**config.mk**
```make
export PLATFORM = sky130hd
export DESIGN_NAME = iter_alu_flat
export DESIGN_NICKNAME = d
export VERILOG_FILES = /design/src/rtl/iter_alu_if.sv /design/src/rtl/iter_alu.sv /design/src/flat_wrapper.sv
export SDC_FILE = /design/constraint.sdc
export NUM_CORES = 1
export LEC_CHECK = 0
export BUFFER_PORTS_ARGS = -buffer_cell sky130_fd_sc_hd__clkbuf_2
export CAP_MARGIN = 5
export CORE_ASPECT_RATIO = 1.5
export CORE_MARGIN = 2
export CORE_UTILIZATION = 23
export DETAILED_ROUTE_END_ITERATION = 6
export GPL_TIMING_DRIVEN = 1
export HOLD_SLACK_MARGIN = 0.03
export PLACE_DENSITY_LB_ADDON = 0.15
export SLEW_MARGIN = 15
export SYNTH_ARGS = -nofsm -noshare
export SYNTH_HDL_FRONTEND = slang
export SYNTH_SLANG_ARGS = --single-unit
```
**constraint.sdc**
```tcl
create_clock -name clk_i -period 8.65 [get_ports clk_i]
set_input_delay 0 -clock clk_i [delete_from_list [all_inputs] [get_ports clk_i]]
set_output_delay 0 -clock clk_i [all_outputs]
set_load 0.005 [all_outputs]
```
**src/rtl/iter_alu_if.sv**
```systemverilog
// rtl/iter_alu_if.sv - operand/result handshake bundle for the iterative ALU
interface iter_alu_if #(
  parameter int WIDTH = 32
);
  logic             in_valid_i;
  logic             in_ready_o;
  logic [WIDTH-1:0] src1_i;
  logic [WIDTH-1:0] src2_i;
  logic [3:0]       op_i;
  logic             out_valid_o;
  logic             out_ready_i;
  logic [WIDTH-1:0] result_o;
  logic             zero_o;
  logic             overflow_o;
  logic             illegal_o;

  modport master (
    output in_valid_i, src1_i, src2_i, op_i, out_ready_i,
    input  in_ready_o, out_valid_o, result_o, zero_o, overflow_o, illegal_o
  );

  modport slave (
    input  in_valid_i, src1_i, src2_i, op_i, out_ready_i,
    output in_ready_o, out_valid_o, result_o, zero_o, overflow_o, illegal_o
  );
endinterface

```
**src/rtl/iter_alu.sv**
```systemverilog
// rtl/iter_alu.sv - handshaked EX-stage ALU with iterative unsigned mul/divu/remu
module iter_alu #(
  parameter int WIDTH = 32
) (
  input  logic      clk_i,
  input  logic      rst_i,
  iter_alu_if.slave bus
);
  localparam int CNT_W = $clog2(WIDTH + 1);

  localparam logic [3:0] OP_AND  = 4'b0000;
  localparam logic [3:0] OP_OR   = 4'b0001;
  localparam logic [3:0] OP_ADD  = 4'b0010;
  localparam logic [3:0] OP_SUB  = 4'b0110;
  localparam logic [3:0] OP_SLT  = 4'b0111;
  localparam logic [3:0] OP_NOR  = 4'b1100;
  localparam logic [3:0] OP_MUL  = 4'b1000;
  localparam logic [3:0] OP_DIVU = 4'b1001;
  localparam logic [3:0] OP_REMU = 4'b1010;

  typedef enum logic [1:0] {IDLE, BUSY, DONE} state_t;

  state_t             state;
  logic [CNT_W-1:0]   cnt;
  logic [3:0]         op_q;
  logic [WIDTH-1:0]   a_q;
  logic [WIDTH-1:0]   b_q;
  logic [2*WIDTH-1:0] p_q;
  logic [WIDTH-1:0]   result_q;
  logic               zero_q;
  logic               ovf_q;
  logic               ill_q;

  logic               accept;
  logic               iter_op;
  logic [WIDTH-1:0]   sc_result;
  logic               sc_ovf;
  logic               sc_ill;
  logic [WIDTH:0]     mul_sum;
  logic [WIDTH:0]     div_shift;
  logic [WIDTH:0]     div_diff;
  logic [2*WIDTH-1:0] p_next;
  logic [WIDTH-1:0]   it_result;
  logic               it_ovf;

  assign bus.in_ready_o  = (state == IDLE) | ((state == DONE) & bus.out_ready_i);
  assign accept          = bus.in_valid_i & bus.in_ready_o;
  assign iter_op         = (bus.op_i == OP_MUL) | (bus.op_i == OP_DIVU) | (bus.op_i == OP_REMU);
  assign bus.out_valid_o = (state == DONE);
  assign bus.result_o    = result_q;
  assign bus.zero_o      = zero_q;
  assign bus.overflow_o  = ovf_q;
  assign bus.illegal_o   = ill_q;

  always_comb begin
    sc_result = '0;
    sc_ovf    = 1'b0;
    sc_ill    = 1'b0;
    case (bus.op_i)
      OP_ADD: begin
        sc_result = bus.src1_i + bus.src2_i;
        sc_ovf    = (bus.src1_i[WIDTH-1] == bus.src2_i[WIDTH-1]) &
                    (sc_result[WIDTH-1] != bus.src1_i[WIDTH-1]);
      end
      OP_SUB: begin
        sc_result = bus.src1_i - bus.src2_i;
        sc_ovf    = (bus.src1_i[WIDTH-1] != bus.src2_i[WIDTH-1]) &
                    (sc_result[WIDTH-1] != bus.src1_i[WIDTH-1]);
      end
      OP_AND:  sc_result = bus.src1_i & bus.src2_i;
      OP_OR:   sc_result = bus.src1_i | bus.src2_i;
      OP_NOR:  sc_result = ~(bus.src1_i | bus.src2_i);
      OP_SLT:  sc_result = {{(WIDTH-1){1'b0}}, ($signed(bus.src1_i) < $signed(bus.src2_i))};
      default: sc_ill = 1'b1;
    endcase
  end

  // p_q is {acc, multiplier} for mul and {remainder, quotient} for division
  always_comb begin
    mul_sum   = {1'b0, p_q[2*WIDTH-1:WIDTH]} + (p_q[0] ? {1'b0, a_q} : '0);
    div_shift = p_q[2*WIDTH-1:WIDTH-1];
    div_diff  = div_shift - {1'b0, b_q};
    if (op_q == OP_MUL) begin
      p_next = {mul_sum, p_q[WIDTH-1:1]};
    end else if (!div_diff[WIDTH]) begin
      p_next = {div_diff[WIDTH-1:0], p_q[WIDTH-2:0], 1'b1};
    end else begin
      p_next = {div_shift[WIDTH-1:0], p_q[WIDTH-2:0], 1'b0};
    end
    case (op_q)
      OP_MUL: begin
        it_result = p_next[WIDTH-1:0];
        it_ovf    = |p_next[2*WIDTH-1:WIDTH];
      end
      OP_DIVU: begin
        it_result = p_next[WIDTH-1:0];
        it_ovf    = (b_q == '0);
      end
      default: begin
        it_result = p_next[2*WIDTH-1:WIDTH];
        it_ovf    = (b_q == '0);
      end
    endcase
  end

  always_ff @(posedge clk_i or negedge rst_i) begin
    if (!rst_i) begin
      state    <= IDLE;
      cnt      <= '0;
      op_q     <= '0;
      a_q      <= '0;
      b_q      <= '0;
      p_q      <= '0;
      result_q <= '0;
      zero_q   <= 1'b1;
      ovf_q    <= 1'b0;
      ill_q    <= 1'b0;
    end else begin
      case (state)
        BUSY: begin
          p_q <= p_next;
          cnt <= cnt - CNT_W'(1);
          if (cnt == CNT_W'(1)) begin
            state    <= DONE;
            result_q <= it_result;
            zero_q   <= (it_result == '0);
            ovf_q    <= it_ovf;
            ill_q    <= 1'b0;
          end
        end
        default: begin
          if (accept) begin
            op_q <= bus.op_i;
            a_q  <= bus.src1_i;
            b_q  <= bus.src2_i;
            if (iter_op) begin
              state <= BUSY;
              cnt   <= CNT_W'(WIDTH);
              p_q   <= {{WIDTH{1'b0}}, (bus.op_i == OP_MUL) ? bus.src2_i : bus.src1_i};
            end else begin
              state    <= DONE;
              result_q <= sc_result;
              zero_q   <= (sc_result == '0);
              ovf_q    <= sc_ovf;
              ill_q    <= sc_ill;
            end
          end else if ((state == DONE) && bus.out_ready_i) begin
            state <= IDLE;
          end
        end
      endcase
    end
  end
endmodule

```
**src/flat_wrapper.sv**
```systemverilog
// flat-port wrapper written by rule: the top's interface ports become plain ports
module iter_alu_flat 
#(
  parameter int WIDTH = 32
)
  (clk_i, rst_i, bus_in_valid_i, bus_src1_i, bus_src2_i, bus_op_i, bus_out_ready_i, bus_in_ready_o, bus_out_valid_o, bus_result_o, bus_zero_o, bus_overflow_o, bus_illegal_o);
  iter_alu_if #(.WIDTH(WIDTH)) bus_i ();
  input  logic clk_i;
  input  logic rst_i;
  input wire logic [$bits(bus_i.in_valid_i)-1:0] bus_in_valid_i;
  input wire logic [$bits(bus_i.src1_i)-1:0] bus_src1_i;
  input wire logic [$bits(bus_i.src2_i)-1:0] bus_src2_i;
  input wire logic [$bits(bus_i.op_i)-1:0] bus_op_i;
  input wire logic [$bits(bus_i.out_ready_i)-1:0] bus_out_ready_i;
  output wire logic [$bits(bus_i.in_ready_o)-1:0] bus_in_ready_o;
  output wire logic [$bits(bus_i.out_valid_o)-1:0] bus_out_valid_o;
  output wire logic [$bits(bus_i.result_o)-1:0] bus_result_o;
  output wire logic [$bits(bus_i.zero_o)-1:0] bus_zero_o;
  output wire logic [$bits(bus_i.overflow_o)-1:0] bus_overflow_o;
  output wire logic [$bits(bus_i.illegal_o)-1:0] bus_illegal_o;
  assign bus_i.in_valid_i = bus_in_valid_i;
  assign bus_i.src1_i = bus_src1_i;
  assign bus_i.src2_i = bus_src2_i;
  assign bus_i.op_i = bus_op_i;
  assign bus_i.out_ready_i = bus_out_ready_i;
  assign bus_in_ready_o = bus_i.in_ready_o;
  assign bus_out_valid_o = bus_i.out_valid_o;
  assign bus_result_o = bus_i.result_o;
  assign bus_zero_o = bus_i.zero_o;
  assign bus_overflow_o = bus_i.overflow_o;
  assign bus_illegal_o = bus_i.illegal_o;
  iter_alu #(.WIDTH(WIDTH)) u_core (.clk_i(clk_i), .rst_i(rst_i), .bus(bus_i));
endmodule
```
== Word-level counts from Yosys, hierarchy flattened ==
Cells that the tools add are included.
Storage, ports and cells
  input port bits: 72
  register bits: 175
  output and inout port bits: 37
  word-level logic and storage cells: 98
Operators by class
  add/sub/neg operators: 5
  eq/ne operators: 19
  mux-type cells: 36
  $lt $le $gt $ge: 1
  reduce and logical (&&, ||, !) cells: 16
  bitwise operators: 11
Operator list (number)
  64-bit 2-to-1 mux: 5
  32-bit 2-to-1 mux: 7
  32-bit one-hot mux with 6 select lines: 1
  32-bit zero test: 3
  32-bit by 33-bit adder with 33-bit output: 1
  33-bit by 32-bit subtractor with 33-bit output: 1
  32-bit adder: 1
  32-bit bitwise AND: 1
  32-bit less-than comparator: 1
  32-bit NOT: 1
  32-bit bitwise OR: 1
  32-bit OR reduction: 1
  32-bit subtractor: 1
  4-bit equality test, second input constant: 6
  6-bit 2-to-1 mux: 3
  1-bit 2-to-1 mux: 14
  2-bit 2-to-1 mux: 5
  4-bit by 3-bit equality test with 1-bit output, second input constant: 2
  6-bit by 1-bit equality test with 1-bit output, second input constant: 1
  2-bit AND reduction: 3
  6-bit OR reduction: 1
  6-bit by 1-bit subtractor with 6-bit output, second input constant: 1
  1-bit bitwise AND: 4
  4-bit by 1-bit equality test with 1-bit output, second input constant: 1
  17 further kinds: 22

== Depth between registers and ports, before layout ==
Gate-level depths: netlist of the first run.
  word-level depth: 7
  mapped depth: 18

== Worst setup path before layout of the first run ==
OpenSTA, ideal clock, no wires.
  path type: register to register
  start point: register u_core.p_q[31]
  end point: register u_core.zero_q (netlist: u_core.bus.zero_o)
  required time: 8.575 ns
  path slack: 4.672 ns
  stages on the path, launching flop included: 19
  library setup time: 0.075 ns
  clock period less this slack: 3.978 ns
  arrival: 3.903 ns
  cell sequence: dfrtp_1 -> inv_1 -> ha_1 -> inv_1 -> fa_1 -> a211oi_1 -> o21ai_1 -> o211a_1 -> o211ai_1 -> o211a_1 -> buf_4 -> buf_2 -> mux2i_1 -> mux2i_1 -> nor3_1 -> nand4_1 -> nor4_1 -> or4b_2 -> o211ai_2
On the way
  cells in the longest elaborated chain, start to end: 7
Ends and longest elaborated chain
  from (decl): line iter_alu.sv:28  | logic [2*WIDTH-1:0] p_q;
  from (signal assigned): line iter_alu.sv:121  | p_q <= p_next;
  from (signal assigned): line iter_alu.sv:139  | p_q <= {{WIDTH{1'b0}}, (bus.op_i == OP_MUL) ? bus.src2_i : bus.src1_i};
  33-bit by 32-bit subtractor with 33-bit output: line iter_alu.sv:82  | div_diff = div_shift - {1'b0, b_q};
  64-bit 2-to-1 mux: line iter_alu.sv:85  | end else if (!div_diff[WIDTH]) begin
  64-bit 2-to-1 mux *: line iter_alu.sv:83  | if (op_q == OP_MUL) begin
  32-bit 2-to-1 mux *: line iter_alu.sv:90  | case (op_q)
  32-bit zero test *: line iter_alu.sv:126  | zero_q <= (it_result == '0);
  1-bit 2-to-1 mux *: line iter_alu.sv:123  | if (cnt == CNT_W'(1)) begin
  1-bit 2-to-1 mux *: line iter_alu.sv:119  | case (state)
  to (signal assigned): line iter_alu.sv:126
  to (signal assigned): line iter_alu.sv:143  | zero_q <= (sc_result == '0);
  to (decl): line iter_alu.sv:30  | logic zero_q;
Every way passes the cells marked *; elsewhere a longest branch is shown, timed or not. The select of a mux whose other input is x is not followed.
A chain may end at the register's enable or synchronous reset.

== Final worst setup path of the first run ==
Same ends and word-level chain as after synthesis.

==> flow_metrics.tcl, run 1 <==
set metrics [dict create \
    final_util_pct 26.69 \
    pwr-share-clk_pct 39.3 \
    cp-start-kind "register" \
    core-area_sq_um 79770 \
    grt_antenna_before_repair 0 \
    antennaDiodeCount 0 \
    cts_sinks 175 \
    io_pins 109 \
    syn_to_final_growth_pct 15.09 \
    ys_seq_area_share_pct 23.68 \
    grt_usage_pct 20.69 \
    power.density_nw_per_um2 102.1 \
    cts_root_buf "clkbuf_16" \
    dr.pass1.iters 5 \
    maxSlewHeadroom_pct 24.33 \
    grt_pass1_vias 19190 \
    cts_setup_buffers 0 \
    gp_congestion 0.9161 \
    drt-initial-drc-count 1320 \
    design_area_sq_um 21290 \
    synth_edf_count 0 \
    die_area_sq_um 82750 \
    timing.hold.ws_ns 0.09677 \
    finalSetupViolations 0 \
    switchingPower_uw 742.9 \
    slew_violations 0 \
    synth_seq_cells 175 \
    synth_area_per_cell_sq_um 7.681 \
    leakage_nw 10.07 \
    drc 0 \
    hp-start "bus_op_i[2]" \
    wl_mm 86.62 \
    hold_viol_final 0 \
    fp.dieW_microns 235.5 \
    synthTopCellsByArea "dfrtp_1 (24%), ha_1 (11%), o21ai_0 (6.1%)" \
    placed_cell_area_sq_um 19990 \
    fmax_mhz 181.9 \
    reg2reg_depth 17 \
    r2r_start "u_core.p_q[31]$_DFFE_PN0P_" \
    clk_pin_slew_worst_paths_ns 0.07 \
    final_nets 2720 \
    dp_hpwl_mm 68.34 \
    critPathRequiredTime_ns 9.06 \
    tns_ns 0 \
    via_per_inst 5.414 \
    yosys.cell_types.count 93 \
    end_kind "register" \
    hp-class "in2reg" \
    placed_cells 3419 \
    ant_nets 0 \
    ys_top_cells_by_count "nand2_1 (260), o21ai_0 (225), dfrtp_1 (174)" \
    min_period_over_period_pct 63.56 \
    initial_utilization_pct 23.19 \
    rsz0062_at_grt "false" \
    cp_max_fo 34 \
    postSynthNetCount 2653 \
    r2r_slack_ns 3.15 \
    synthArstFlopShare_pct 100.0 \
    syn_area_sq_um 18500 \
    cts_buffer_depth 2 \
    nFillCells 8792 \
    syn-instance-count 2408 \
    path_class "reg2reg" \
    grt_overflow 0 \
    swShare_pct 34.18 \
    finalCriticalPeriod_ns 5.498 \
    grt_max_degree 108 \
    worstHoldEndpoint "u_core.op_q[2]$_DFFE_PN0P_" \
    drive_above_1_share_pct 9.164 \
    comb_power_share_pct 23.1 \
    synth_ff_type "dfrtp_1" \
    yosysMostFrequentCell "nand2_1" \
    max-cap-violations 0 \
    intPower_mw 1.430 \
    tritoncts "done" \
    synth_largest_area_cell "dfrtp_1" \
    wl_per_cell_microns 24.61 \
    fin_worst_skew_ns 0.01031 \
    hold_depth 3 \
    ir_drop_mv 0.1560 \
    p_seq_share_pct 37.6 \
    portBuffers 108 \
    die_h_microns 351.3 \
    fp-row-count 127 \
    r2r-end "u_core.bus.zero_o$_DFFE_PN1P_" \
    numCtsBuffers 17 \
    worst-endpoint-arrival_ns 5.91 \
    final-instance-count-excl-fill 3520 \
    grt_first_pass_wirelength_mm 127.6 \
    synth_top_area_share_pct 23.54 \
    vias 19060 \
    yosys_warnings 0 \
    cts_max_level 4 \
    worstMarginPinSlew_ns 1.134 \
    outcome "finished, final reports clean" \
    clock_latency_ns 0.49 \
]
-- final cells by class --
cell class	instances	area [sq um]	area share, %
well taps	1032	1291	6.066
repair buffers	209	1480	6.953
clock inverters	14	170.2	0.7994
multi-input cells	1916	12940	60.79
flip-flops and latches	175	4380	20.58
clock buffers	18	439.2	2.063
inverters	156	585.6	2.751
-- cells by family after synthesis --
kind of cell	share of synthesized area, %
compound gates	29.59
xor+xnor	2.652
fa+ha+maj	11.87
buf+inv	6.771
flops	23.68
mux	6.223
simple gates	19.21
-- worst max-delay path: stages (launching register included) --
cell and delay, ns:
dfrtp_1 0.45, inv_1 0.11, ha_1 0.17, inv_1 0.05, fa_1 0.44, a211oi_1 0.24, o21ai_1 0.22, o211a_1 0.37
o211ai_1 0.24, o211a_1 0.17, buf_4 0.48, mux2i_1 0.34, mux2i_1 0.19, nor4_1 0.45, nand4_1 0.14, nor4_1 0.48
or4b_2 0.65, o211ai_2 0.16
-- power groups by stage --
stage,clock [mW],sequential [mW],combinational [mW]
4_1_cts,0.874,0.817,0.498
3_3_place_gp,0,0.834,0.470
2_1_floorplan,0,0.834,0.278
3_5_place_dp,0,0.834,0.471
5_1_grt,0.898,0.817,0.541
6_report,0.854,0.817,0.502
-- worst max path at each step --
stage	to	start	cells past startpoint	slack (ns)
2_1_floorplan	u_core.bus.zero_o$_DFFE_PN1P_	u_core.p_q[31]$_DFFE_PN0P_	18	4.67
6_report	u_core.bus.zero_o$_DFFE_PN1P_	u_core.p_q[31]$_DFFE_PN0P_	17	3.15
5_1_grt	u_core.bus.zero_o$_DFFE_PN1P_	u_core.p_q[31]$_DFFE_PN0P_	17	2.78
3_3_place_gp	u_core.bus.zero_o$_DFFE_PN1P_	u_core.p_q[31]$_DFFE_PN0P_	17	3.09
4_1_cts	u_core.bus.zero_o$_DFFE_PN1P_	u_core.p_q[31]$_DFFE_PN0P_	17	3.07
3_5_place_dp	u_core.bus.zero_o$_DFFE_PN1P_	u_core.p_q[31]$_DFFE_PN0P_	17	3.10
-- state kept, by name, summed over array words and instances, names as in the netlist --
| signal | cells |
|---|---|
| u_core.p_q | 64 |
| u_core.a_q | 32 |
| u_core.b_q | 32 |
| u_core.bus.result_o | 32 |
| u_core.cnt | 6 |
| u_core.op_q | 4 |
| u_core.state | 2 |
| u_core.bus.illegal_o | 1 |
| u_core.bus.overflow_o | 1 |
| u_core.bus.zero_o | 1 |
-- placed cells by master, fill, tap and decap left out, drive strengths merged, types with 21 or more instances in the layout --
| master | instances |
|---|---|
| a21o | 49 |
| inv | 165 |
| nor2 | 163 |
| nand4 | 33 |
| xnor2 | 35 |
| nor4 | 26 |
| nor3 | 38 |
| buf | 32 |
| o211ai | 26 |
| o22ai | 22 |
| and2 | 49 |
| mux2i | 106 |
| dlygate4sd3 | 69 |
| nand2 | 260 |
| o21ai | 234 |
| nand3 | 78 |
| ha | 169 |
| clkbuf | 126 |
| dfrtp | 174 |
| o221ai | 41 |
| xor2 | 21 |
| a211oi | 33 |
| a22oi | 37 |
| a21oi | 171 |
-- layer usage --
| metal | track usage, % | part of all wire [%] | up-vias |
|---|---|---|---|
| met5 | 0 | 0 | - |
| li1 | - | - | 8980 |
| met2 | 37.79 | 51 | 540 |
| met1 | 24.07 | 41 | 9398 |
| met3 | 1.334 | 2.9 | 140 |
| met4 | 11.44 | 5.6 | 0 |
-- repair_timing --
| item | in CTS | in global routing |
|---|---|---|
| hold buffers | 69 | 0 |
| hold endpoints to repair | 201 | 0 |
| gates resized for setup | 0 | 0 |
-- per-stage QoR --
| step | power [mW] | setup WS, ns |
|---|---|---|
| final | 2.173 | 3.152 |
| after global routing | 2.256 | 2.782 |
| after CTS | 2.189 | 3.065 |
| after detailed placement | 1.304 | 3.104 |
| after global placement | 1.303 | 3.090 |
| after floorplan | 1.112 | 4.672 |
No activity file was read; power rests on OpenSTA's default activity.
==> inputs of run 2 (changes only) <==
--- a/config.mk
+++ b/config.mk
@@ -5,6 +5,7 @@
 export SDC_FILE = /design/constraint.sdc
 export NUM_CORES = 1
 export LEC_CHECK = 0
+export ABC_AREA = 1
 export BUFFER_PORTS_ARGS = -buffer_cell sky130_fd_sc_hd__clkbuf_2
 export CAP_MARGIN = 5
 export CORE_ASPECT_RATIO = 1.5
==> constraint.sdc (replaced) <==
create_clock -name clk_i -period 5.6 [get_ports clk_i]
set_input_delay 0 -clock clk_i [delete_from_list [all_inputs] [get_ports clk_i]]
set_output_delay 0 -clock clk_i [all_outputs]
set_load 0.005 [all_outputs]
==> flow_metrics.tcl, run 2 <==
set metrics [dict create \
    fmax_mhz 234.8 \
    worst-endpoint-arrival_ns 4.67 \
    comb_power_share_pct 65.9 \
    syn_area_sq_um 19540 \
    yosys_warnings 0 \
    layout_common_cells "nand2_1 (963), inv_1 (442), nor2_1 (306), nand3_1 (265), o21ai_0 (264)" \
    hold_viol_final 0 \
    die_h_microns 361 \
    ys_top_cells_by_count "nand2_1 (966), inv_1 (445), nor2_1 (309)" \
    dp_hpwl_mm 81.13 \
    vias 21700 \
    die_area_sq_um 87360 \
    final_util_pct 27.02 \
    hp-class "in2reg" \
    slew_violations 0 \
    cp-start-kind "register" \
    fp-row-count 130 \
    portBuffers 108 \
    core-area_sq_um 83930 \
    tns_ns 0 \
    pwr-share-clk_pct 13.1 \
    wl_per_cell_microns 21.76 \
    max-cap-violations 0 \
    finalCriticalPeriod_ns 4.258 \
    clock_latency_ns 0.52 \
    ant_nets 0 \
    cts_sinks 175 \
    fp.dieW_microns 242 \
    top_register "u_core.p_q" \
    final-instance-count-excl-fill 4485 \
    grt_overflow 0 \
    cts_buffer_depth 3 \
    synth_compound_area_share_pct 18.23 \
    synth_top_area_share_pct 22.28 \
    finalSetupViolations 0 \
    design_area_sq_um 22680 \
    power.density_nw_per_um2 504.5 \
    synthTopCellsByArea "dfrtp_1 (22%), nand2_1 (19%), ha_1 (11%)" \
    synth_largest_area_cell "dfrtp_1" \
    yosysMostFrequentCell "nand2_1" \
    synth_seq_cells 175 \
    grt_antenna_before_repair 1 \
    tritoncts "done" \
    synth-simple-area-share_pct 36.06 \
    maxSlewHeadroom_pct 24.87 \
    grt_first_pass_wirelength_mm 143.0 \
    path_class "reg2reg" \
    grt_pass1_vias 22560 \
    outcome "finished, final reports clean" \
    antennaDiodeCount 0 \
    syn-instance-count 3243 \
    drt-initial-drc-count 1277 \
    synth_ff_type "dfrtp_1" \
    nFillCells 9777 \
    final_common_cell "nand2_1" \
    worstMarginPinSlew_ns 1.115 \
    ys_seq_area_share_pct 22.42 \
    final_nets 3602 \
    intPower_mw 5.047 \
    critPathRequiredTime_ns 6.01 \
    largest_register_ffs 64 \
    placed_cells 4380 \
    leakage_nw 11.60 \
    min_period_over_period_pct 76.04 \
    placed_cell_area_sq_um 21230 \
    gp_congestion 0.9841 \
    cp_max_fo 27 \
    via_per_inst 4.839 \
    ir_drop_mv 0.1907 \
    numCtsBuffers 25 \
    drc 0 \
    end_kind "register" \
    io_pins 109 \
    switchingPower_mw 6.394 \
    wl_mm 97.59 \
    synthMuxAreaShare_pct 0 \
    swShare_pct 55.89 \
    yosys.cell_types.count 51 \
    dr.pass1.iters 7 \
    synth_top_family_by_area "simple AND/OR/NAND/NOR gates" \
    synth_area_per_cell_sq_um 6.026 \
    clk_pin_slew_worst_paths_ns 0.07 \
    initial_utilization_pct 23.28 \
    drive_above_1_share_pct 6.661 \
    synth_edf_count 0 \
    postSynthNetCount 3488 \
    synthArstFlopShare_pct 100.0 \
    rsz0062_at_grt "false" \
    yosys.area_share.adder_pct 11.23 \
    cts_resized 0 \
    synth_xor_area_share_pct 0.7171 \
    grt_max_degree 121 \
    syn_to_final_growth_pct 16.04 \
    cts_max_level 4 \
    p_seq_share_pct 21.0 \
    fin_worst_skew_ns 0.01469 \
    cts_root_buf "clkbuf_16" \
    grt_usage_pct 21.96 \
]
[run 2: cell count changes after synthesis, sizes merged, moves of 106 or more]
cell,delta
inv,+301
mux2i,-106
nand2,+718
nand3,+191
nor2,+152
[run 2: critical path, stage by stage, from the launching register on]
cell and delay [ns]:
dfrtp_1 0.45, buf_4 0.35, nand2_1 0.17, fa_1 0.43
nand3b_1 0.17, nand2_1 0.18, a21boi_1 0.16, o21ai_0 0.90
nand3b_1 0.26, a21oi_1 0.22, nor2_1 0.08, nor2_2 0.16
nand2_1 0.07, nor2_1 0.11, nand2_1 0.06, nor2_1 0.09
nand2_1 0.06, nand2_1 0.07, nand2_1 0.06, nand2_1 0.05
nand2_1 0.05
[run 2: cell families (layout without fill, tap and decap cells)]
logic type	after synthesis	in the layout
and+or+nand+nor	1683	1683
AOI/OAI and AO/OA	624	624
buffers and inverters	572	692
DFF	175	175
adders and majority gates	173	173
xor gates and xnor gates	16	16
[run 2: layout make-up]
cell class	instances	area [sq um]	area share, %
multi-input combinational	2496	12990	57.29
sequential	175	4380	19.32
inverter	457	1717	7.570
timing repair buffer	202	1460	6.439
tap	1122	1404	6.191
clock buffer	27	643.1	2.836
clock inverter	6	80.08	0.3531
[run 2: worst paths after layout]
kind / cells past startpoint / startpoint / endpoint / slack, ns
max: 20 / u_core.p_q[0]$_DFFE_PN0P_ / u_core.bus.overflow_o$_DFFE_PN0P_ / 1.34
min: 4 / bus_out_ready_i / u_core.state[0]$_DFFE_PN0P_ / 0.04
max reg2reg: 20 / u_core.p_q[0]$_DFFE_PN0P_ / u_core.bus.overflow_o$_DFFE_PN0P_ / 1.34
min reg2reg: 1 / u_core.cnt[5]$_DFFE_PN0P_ / u_core.cnt[5]$_DFFE_PN0P_ / 0.48
max in group asynchronous: 4 / rst_i / u_core.a_q[4]$_DFFE_PN0P_ / 3.95
min in group asynchronous: 3 / rst_i / u_core.p_q[62]$_DFFE_PN0P_ / 0.54
[run 2: power groups by stage]
stage	Combinational, mW	Clock, mW	Sequential [mW]
finish	7.54	1.50	2.40
CTS	7.61	1.54	2.39
global placement	7.59	0	2.43
global route	8.48	1.59	2.46
floorplan	5.13	0	2.11
detailed placement	7.54	0	2.41
[run 2: per-stage QoR]
step	setup slack [ns]	power [mW]	hold slack (ns)
after floorplan	2.355	7.234	-0.2956
after global routing	0.8448	12.53	0.09117
final	1.342	11.44	0.03802
after global placement	1.593	10.02	-0.005531
after CTS	1.515	11.55	0.06700
after detailed placement	1.528	9.947	-0.002403
[run 2: what timing repair did]
item	in CTS	in global routing
hold buffers	72	0
buffers inserted	0	0
endpoints found under the hold margin	155	0
[run 2: routing by layer]
metal / GRT usage [%] / up-vias / part of all wire, % / routed length (microns)
met4: 13.02 / 0 / 6.6 / 6429
li1: - / 10780 / - / -
met3: 1.313 / 197 / 2.7 / 2595
met2: 41.67 / 544 / 52 / 50910
met1: 23.87 / 10180 / 39 / 37660
met5: 0 / - / 0 / 0
==> inputs of run 3 (changes only) <==
==> constraint.sdc (replaced) <==
create_clock -name clk_i -period 4 [get_ports clk_i]
set_input_delay 0 -clock clk_i [delete_from_list [all_inputs] [get_ports clk_i]]
set_output_delay 0 -clock clk_i [all_outputs]
set_load 0.005 [all_outputs]
==> flow_metrics.tcl, run 3 (synthesis gave the netlist of run 2 again) <==
set metrics [dict create \
    drt-initial-drc-count 1493 \
    io_pins 109 \
    intPower_mw 7.339 \
    vias 21840 \
    clock_latency_ns 0.52 \
    timing.hold.ws_ns 0.03392 \
    end_kind "register" \
    dp_hpwl_mm 81.19 \
    nFillCells 9775 \
    cts_max_level 4 \
    die_area_sq_um 87360 \
    max-cap-violations 0 \
    grt_overflow 0 \
    grt_first_pass_wirelength_mm 144.2 \
    layout_setup_ws_ns 0.3178 \
    numCtsBuffers 25 \
    min_period_over_period_pct 92.06 \
    syn_to_final_growth_pct 17.53 \
    via_per_inst 4.842 \
    p_seq_share_pct 20.1 \
    fp-row-count 130 \
    largest_register_ffs 64 \
    hold_viol_final 0 \
    grt_usage_pct 22.18 \
    fp.dieW_microns 242 \
    path_class "reg2reg" \
    drive_above_1_share_pct 7.554 \
    tritoncts "done" \
    pwr-share-clk_pct 13.2 \
    hp-class "in2reg" \
    clk_pin_slew_worst_paths_ns 0.07 \
    worst-endpoint-arrival_ns 4.09 \
    dp_slack_ns -0.1577 \
    switchingPower_mw 9.014 \
    grt_max_degree 138 \
    swShare_pct 55.12 \
    finalSetupViolations 0 \
    wl_per_cell_microns 21.84 \
    fmax_mhz 271.6 \
    comb_power_share_pct 66.7 \
    dr.pass1.iters 6 \
    cp_max_fo 27 \
    initial_utilization_pct 23.28 \
    core-area_sq_um 83930 \
    critPathRequiredTime_ns 4.41 \
    grt_antenna_before_repair 1 \
    leakage_nw 11.77 \
    ant_nets 0 \
    power.density_nw_per_um2 712.0 \
    top_register "u_core.p_q" \
    cts_buffer_depth 3 \
    finalCriticalPeriod_ns 3.682 \
    placed_cell_area_sq_um 21470 \
    cts_root_buf "clkbuf_16" \
    cp-start-kind "register" \
    maxSlewHeadroom_pct 31.39 \
    r2r_slack_ns 0.32 \
    antennaDiodeCount 0 \
    slew_violations 0 \
    grt_pass1_vias 22780 \
    outcome "finished, final reports clean" \
    gp_congestion 0.9761 \
    final_nets 3629 \
    drc 0 \
    rsz0062_at_grt "false" \
    portBuffers 108 \
    fin_worst_skew_ns 0.02615 \
    wl_mm 98.52 \
    layout_common_cells "nand2_1 (961), inv_1 (442), nor2_1 (305), nand3_1 (265), o21ai_0 (263)" \
    design_area_sq_um 22970 \
    worstMarginPinSlew_ns 1.021 \
    cts_sinks 175 \
    ir_drop_mv 0.2841 \
    die_h_microns 361 \
    final_common_cell "nand2_1" \
    total_power_mw 16.35 \
]
-- run 3: changes by cell type in the layout (fill, tap and decap cells not counted), sizes merged --
cell	delta
bufinv	+1
dlygate4sd3	-2
clkbuf	-1
buf	+29
clkinv	-1
-- run 3: critical path, stage by stage (launching register included) --
cell	delay [ns]
dfrtp_1	0.42
buf_12	0.18
nand2_1	0.10
inv_1	0.06
ha_1	0.36
nand2_1	0.13
nor2_1	0.17
inv_1	0.15
nor3_1	0.18
nand2_1	0.11
nand2_1	0.24
nand4_1	0.32
nand2_1	0.15
nand2_1	0.05
nand3_1	0.06
nand2_1	0.07
inv_2	0.07
nand2_1	0.05
nor2_1	0.22
nand2_1	0.08
nor2_1	0.09
nand2_1	0.07
nand2_1	0.07
nand2_1	0.06
nand2_1	0.05
nand2_1	0.05
-- run 3: worst paths after layout --
check	start	to	cells past startpoint
max	u_core.p_q[0]$_DFFE_PN0P_	u_core.bus.overflow_o$_DFFE_PN0P_	25
min	bus_out_ready_i	u_core.state[0]$_DFFE_PN0P_	4
max reg2reg	u_core.p_q[0]$_DFFE_PN0P_	u_core.bus.overflow_o$_DFFE_PN0P_	25
min reg2reg	u_core.a_q[21]$_DFFE_PN0P_	u_core.a_q[21]$_DFFE_PN0P_	2
max in group asynchronous	rst_i	u_core.p_q[35]$_DFFE_PN0P_	3
min in group asynchronous	rst_i	u_core.p_q[58]$_DFFE_PN0P_	2
-- run 3: cell type report --
cell class	instances	area, sq um	share of cell area [%]
clock buffer	26	639.4	2.784
tap	1122	1404	6.112
multi-input combinational	2496	13030	56.72
timing repair buffer	229	1695	7.381
clock inverter	6	105.1	0.4576
sequential	175	4380	19.07
inverter	457	1717	7.474
-- run 3: power by group through the flow --
stage	combinational (mW)	clock, mW	sequential [mW]
final	10.9	2.15	3.29
after global routing	12.2	2.27	3.37
after CTS	10.9	2.22	3.28
after detailed placement	10.8	0	3.30
after global placement	10.8	0	3.32
after floorplan	7.18	0	2.95
-- run 3: timing repair --
action | in CTS | in global routing
hold buffers | 70 | 0
endpoints found under the setup margin | 1 | 2
gates resized for setup | 2 | 6
pin swaps | 0 | 1
gates cloned | 0 | 0
setup buffers | 0 | 2
hold endpoints to repair | 182 | 0
-- run 3: stage by stage --
stage	setup TNS (ns)	std cells	utilization, %
floorplan	0	3243	-
global placement	-0.1255	4407	25.58
detailed placement	-0.1577	4407	25.58
CTS	0	4509	27.32
global route	0	4511	27.37
finish	0	4511	27.37
-- run 3: layer usage --
layer	routed length (microns)	global-route usage (%)
met5	0	0
met4	6707	13.81
met3	2371	1.357
met2	50910	41.72
met1	38530	24.16
